## config.mk

```make
export PLATFORM = sky130hd
export DESIGN_NAME = mchange_dispenser
export DESIGN_NICKNAME = d
export VERILOG_FILES = /design/src/rtl/mchange_dispenser.sv
export SDC_FILE = /design/constraint.sdc
export NUM_CORES = 1
export LEC_CHECK = 0
export BUFFER_PORTS_ARGS = -buffer_cell sky130_fd_sc_hd__clkbuf_2
export CAP_MARGIN = 20
export CORE_ASPECT_RATIO = 1.1
export CORE_MARGIN = 1
export CORE_UTILIZATION = 36
export DETAILED_ROUTE_END_ITERATION = 10
export MAX_ROUTING_LAYER = met4
export PLACE_DENSITY_LB_ADDON = 0.12
export SLEW_MARGIN = 20
export SYNTH_ARGS = -nofsm -noshare
export SYNTH_HDL_FRONTEND = slang
export SYNTH_SLANG_ARGS = --single-unit
export TNS_END_PERCENT = 5
```

## constraint.sdc

```tcl
create_clock -name cp -period 1.75 [get_ports cp]
set_input_delay 0.0875 -clock cp [delete_from_list [all_inputs] [get_ports cp]]
set_output_delay 0.0875 -clock cp [all_outputs]
set_load 0.02 [all_outputs]
```

## src/rtl/mchange_dispenser.sv

```systemverilog
// mchange_dispenser: greedy tens-first change return, pulsing the ten- and one-unit hopper eject lines.
module mchange_dispenser #(
  parameter int WIDTH     = 8,
  parameter int PULSE_CYC = 2,
  parameter int GAP_CYC   = 2,
  parameter int TEN_VALUE = 10
) (
  input  logic             cp,
  input  logic             rst,
  input  logic             start,
  input  logic [WIDTH-1:0] amount,
  input  logic             ten_empty,
  input  logic             one_empty,
  output logic             tensig,
  output logic             onesig,
  output logic             busy,
  output logic [WIDTH-1:0] remain,
  output logic             done,
  output logic             fault
);
  typedef enum logic [2:0] {IDLE, PICK, PULSE, GAP, DONE, FAULT} state_t;
  localparam int CW = $clog2((PULSE_CYC > GAP_CYC ? PULSE_CYC : GAP_CYC) + 1);
  state_t           r_state, w_nxt;
  logic [CW-1:0]    r_cnt, w_cnt;
  logic [WIDTH-1:0] r_remain, w_remain;
  logic             r_sel, w_sel;
  logic             r_tensig, r_onesig, r_busy, r_done, r_fault;
  always_comb begin
    w_nxt    = r_state;
    w_cnt    = r_cnt;
    w_remain = r_remain;
    w_sel    = r_sel;
    unique case (r_state)
      IDLE, FAULT: if (start) begin
        w_remain = amount;
        w_nxt    = (amount != '0) ? PICK : DONE;
      end
      PICK: begin
        w_cnt = '0;
        if (r_remain >= WIDTH'(TEN_VALUE) && !ten_empty) begin
          w_sel = 1'b1;
          w_nxt = PULSE;
        end else if (r_remain != '0 && !one_empty) begin
          w_sel = 1'b0;
          w_nxt = PULSE;
        end else
          w_nxt = (r_remain == '0) ? DONE : FAULT;
      end
      // the coin is only charged once its pulse has completed
      PULSE: if (r_cnt == CW'(PULSE_CYC - 1)) begin
        w_cnt    = '0;
        w_remain = r_remain - (r_sel ? WIDTH'(TEN_VALUE) : WIDTH'(1));
        w_nxt    = GAP;
      end else
        w_cnt = r_cnt + CW'(1);
      GAP: if (r_cnt == CW'(GAP_CYC - 1)) begin
        w_cnt = '0;
        w_nxt = PICK;
      end else
        w_cnt = r_cnt + CW'(1);
      DONE: begin
        w_remain = '0;
        w_nxt    = IDLE;
      end
      default: w_nxt = IDLE;
    endcase
  end
  // outputs are registered from the next state so they align with r_state
  always_ff @(posedge cp or negedge rst) begin
    if (!rst) begin
      r_state  <= IDLE;
      r_cnt    <= '0;
      r_remain <= '0;
      r_sel    <= 1'b0;
      r_tensig <= 1'b0;
      r_onesig <= 1'b0;
      r_busy   <= 1'b0;
      r_done   <= 1'b0;
      r_fault  <= 1'b0;
    end else begin
      r_state  <= w_nxt;
      r_cnt    <= w_cnt;
      r_remain <= w_remain;
      r_sel    <= w_sel;
      r_tensig <= (w_nxt == PULSE) && w_sel;
      r_onesig <= (w_nxt == PULSE) && !w_sel;
      r_busy   <= (w_nxt == PICK) || (w_nxt == PULSE) || (w_nxt == GAP);
      r_done   <= (w_nxt == DONE);
      r_fault  <= (w_nxt == FAULT);
    end
  end
  assign tensig = r_tensig;
  assign onesig = r_onesig;
  assign busy   = r_busy;
  assign remain = r_remain;
  assign done   = r_done;
  assign fault  = r_fault;
endmodule

```

==> summary by stage <==
Status
The flow ran to the end, but the final reports show violations. The final reports fail on negative setup slack.

Cells and area
The most common library cell in the layout ignoring fill and taps is sky130_fd_sc_hd__clkbuf_2. The post-synthesis to final-layout area growth is 29.6%. The number of nets at the end of the flow is 179. The number of antenna diodes in the final layout is 0. At the end of the flow the core is filled with cells to 48.7%. The register with the most flip-flops in the layout has 8 of them. Cells with a size suffix above 1 make up 39.8% of the layout.

In the layout the commonest cells are 25 x sky130_fd_sc_hd__clkbuf_2, 17 x sky130_fd_sc_hd__dfrtp_1, 15 x sky130_fd_sc_hd__nor2_1, 15 x sky130_fd_sc_hd__buf_4.

Critical path
The total buffers and inverters traversed by the critical path is 1. The kind of start point of the critical path is a flip-flop. Walking the worst path, the cells encountered are inv_2, ha_4, nor2b_1, or4_1, a32o_1, mux2_2. The data required time of the worst path is 1.94 ns. The cell class contributing the biggest share of worst-path delay is simple AND/OR/NAND/NOR gates. The arrival time at the worst endpoint is 2.05 ns. The setup slack on the worst flop-to-flop path is -0.10 ns. The depth of the most critical reg-to-reg path is 6. The slowest stage of the critical path is the sky130_fd_sc_hd__dfrtp_1 cell. STA classifies the critical path endpoint as a flip-flop. Of all nets on the critical path, the largest fanout is 4. The path type of the worst setup path is reg2reg. The delay of the slowest cell on the worst path is 0.40 ns. In this run the critical register-to-register path is launched from r_sel$_DFF_PN0_. The worst register-to-register path ends at remain[3]$_DFFE_PN0P_.

Logic synthesis
After synthesis the cells add up to 0.00115 mm2. The top flip-flop cell by instance count after synthesis is sky130_fd_sc_hd__dfrtp_1. By area, the combinational part of the netlist is dominated by compound AO/OA/AOI/OAI gates. The synthesized-area fraction occupied by adder cells is 5.02%. The post-synthesis net count is 137. Counting flops with an async set or reset pin after synthesis yields a share of 100%.

Summing the areas of all xor and xnor instances in the mapped netlist gives 0% of the synthesized area. The number of enable flip-flop cells after synthesis is 0. After Yosys synthesis, and, or, nand and nor cells account for 21.5% of the synthesized area.

After synthesis, the share of cell area in mux cells is 1.86%. The area fraction in compound gates after synthesis is 25.8%. The total of warnings raised by yosys is 0. The register bit total from synthesis is 19. Of the synthesized area, sequential elements account for 41.5%. A synthesized cell averages 9.55 um2. The number of different library cells used by synthesis comes to 45. The number of instances in the synthesized netlist is 120.

STA
The number of max-slew violations in the final report came to 0. The total of endpoints with negative setup slack in the final report is 2. The achievable frequency is 0.539 GHz.

The time the worst path needs with I/O delays and setup is 1.85 ns. The worst path setup slack after routing is -0.105 ns. The worst path uses 106% of the clock period. The remaining max-slew budget at the tightest pin is 68.4%. The total count of hold-check failures in the final report is 0. The slew at the pin closest to its max-slew limit is 0.475 ns. Between clock sinks in the finished design, the worst skew comes to 0.00525 ns.

The setup TNS is -0.116 ns. Setup repair after global routing could not meet its margin everywhere.

Route
The top routing layer in use is met4. The met3 layer wire length in the routed design is 87 um. The pre-antenna-repair detailed-routing pass consisted of 5 iterations. The met1 wire length is 1250 um. The number of vias per cell after detailed routing is 5.44.

In this run the remaining antenna-violating nets after routing total 0. The sum of routed wire length over all layers is 2650 um. The number of DRC violations after detailed routing is 0. The routed length on met2 is 1290 um. The routed length per instance is 13.6 um. The routed layout has 1061 vias. After the first detailed-routing iteration, the DRC count stood at 16.

Flow run
The count of max-cap constraint violations is 0.

Global routing
The total overflow reported by the global router is 0. The initial antenna violation count is 0. Global routing consumed, over all layers together, 17.2% of the routing resources.

The via count of the first global-routing pass is 932. The pin count of the biggest net entering global routing is 20. The first global-routing pass estimated 4370 um of wire.

Power
The leakage power is 0.683 nW. Power spread over the standard cell area amounts to 2120 mW/mm2. After layout, the design draws a total of 3.15 mW. The worst-case IR drop observed on VDD is 1.06 mV.

Placement
The minimum setup slack after placement is -0.183 ns. The count of buffers inserted at the top-level ports is 25. The placed wire-length estimate after detailed placement is 2050 um.

The final weighted congestion in routability-driven placement is 0.893.

Floorplan
The floorplan step set the die height to 61.2 um. The count of pins on the block boundary is 26. The die span in x is 55.8 um. The effective utilization at floorplan is 37.6%. The core region is 0.00305 mm2.

The die footprint is 0.00341 mm2. The cell row count is 21.

Clocking
The later pin in the worst-skew pair is clocked with a latency of 0.30 ns. The root buffer selected by CTS is sky130_fd_sc_hd__clkbuf_4. Counting along the longest clock path gives a buffer depth of 2. The sink count of the clock tree is 19.

The CTS tree is done. In this run the number of H-tree levels came out at 1. In this run, CTS created clock tree buffers numbering 3. After clock tree synthesis, the clock-pin slew on the worst setup and hold paths is 0.12 ns.

Min path
The startpoint identified for the worst hold timing path is one_empty. The classification of the worst-slack hold path is in2reg. The worst hold endpoint is r_state[0]$_DFF_PN0_. The number of cells on the worst hold path is 3.
-- synth_stat cells (2+ instances only) --
cell type | n | area, um2
sky130_fd_sc_hd__dfrtp_1 | 19 | 475
sky130_fd_sc_hd__o21ai_0 | 11 | 55.1
sky130_fd_sc_hd__nor4_1 | 4 | 25.0
sky130_fd_sc_hd__o21ai_1 | 2 | 10.0
sky130_fd_sc_hd__nor2b_1 | 4 | 25.0
sky130_fd_sc_hd__a22oi_1 | 3 | 22.5
sky130_fd_sc_hd__inv_1 | 5 | 18.8
sky130_fd_sc_hd__o21a_1 | 2 | 15.0
sky130_fd_sc_hd__nand2_1 | 5 | 18.8
sky130_fd_sc_hd__buf_4 | 2 | 15.0
sky130_fd_sc_hd__a21o_1 | 3 | 22.5
sky130_fd_sc_hd__ha_1 | 3 | 37.5
sky130_fd_sc_hd__nor2_1 | 15 | 56.3
sky130_fd_sc_hd__or2_2 | 2 | 12.5
sky130_fd_sc_hd__a21oi_1 | 10 | 50.1
-- worst register-to-register path: stages (launching register included) --
cell,delay (ns)
sky130_fd_sc_hd__dfrtp_1,0.40
sky130_fd_sc_hd__inv_2,0.12
sky130_fd_sc_hd__ha_4,0.22
sky130_fd_sc_hd__nor2b_1,0.13
sky130_fd_sc_hd__or4_1,0.39
sky130_fd_sc_hd__a32o_1,0.23
sky130_fd_sc_hd__mux2_2,0.25
-- logic make-up (layout without fill, tap and decap cells) --
group	Yosys count	after routing
DFF	19	19
AOI/OAI and AO/OA	44	44
buffers and inverters	9	50
and+or+nand+nor	42	42
adders and majority gates	4	4
muxes	2	2
-- per-layer routing --
layer / vias up / global-route usage, %
met5: - / -
met4: 0 / 5.71
met3: 4 / 2.94
met2: 23 / 28.1
met1: 512 / 22.1
li1: 522 / -
-- area by class of cell --
| class | instances | area (um2) |
|---|---|---|
| fillers | 293 | 1560 |
| inverters | 5 | 18.8 |
| flip-flops and latches | 19 | 478 |
| clock buffers | 3 | 22.5 |
| well taps | 34 | 42.5 |
| multi-input cells | 92 | 671 |
| clock inverters | 1 | 5.00 |
| repair buffers | 41 | 248 |
-- through the flow --
step           instance area, um2  hold WS, ns  instances
2_1_floorplan                1150       -0.208        120
3_3_place_gp                 1390       0.0718        189
3_5_place_dp                 1390       0.0739        189
4_1_cts                      1440       0.0752        195
5_1_grt                      1490       0.0917        195
6_report                     1490       0.0895        195
-- where the power goes --
part / internal, mW / total [mW] / switching [mW]
clock network: 0.0851 / 0.228 / 0.143
logic: 0.960 / 2.07 / 1.11
registers: 0.633 / 0.848 / 0.214
total: 1.68 / 3.15 / 1.47
-- how the worst max path moves through the flow --
stage | start | end | slack (ns) | depth (start not counted)
floorplan | remain[1]$_DFFE_PN0P_ | remain[3]$_DFFE_PN0P_ | -0.1 | 5
global placement | r_sel$_DFF_PN0_ | remain[3]$_DFFE_PN0P_ | -0.11 | 6
detailed placement | r_sel$_DFF_PN0_ | remain[3]$_DFFE_PN0P_ | -0.18 | 6
CTS | r_sel$_DFF_PN0_ | remain[3]$_DFFE_PN0P_ | -0.11 | 6
global route | r_sel$_DFF_PN0_ | remain[3]$_DFFE_PN0P_ | -0.17 | 6
finish | r_sel$_DFF_PN0_ | remain[3]$_DFFE_PN0P_ | -0.10 | 6
-- timing repair --
item                                    in CTS  in global routing
hold buffers                                 1                  0
endpoints found under the setup margin       6                  6
resized for setup                            2                  9
hold endpoints to repair                    19                  0
setup buffers                                1                  0
pin swaps                                    0                  1
No activity file was read; power rests on OpenSTA's default activity.
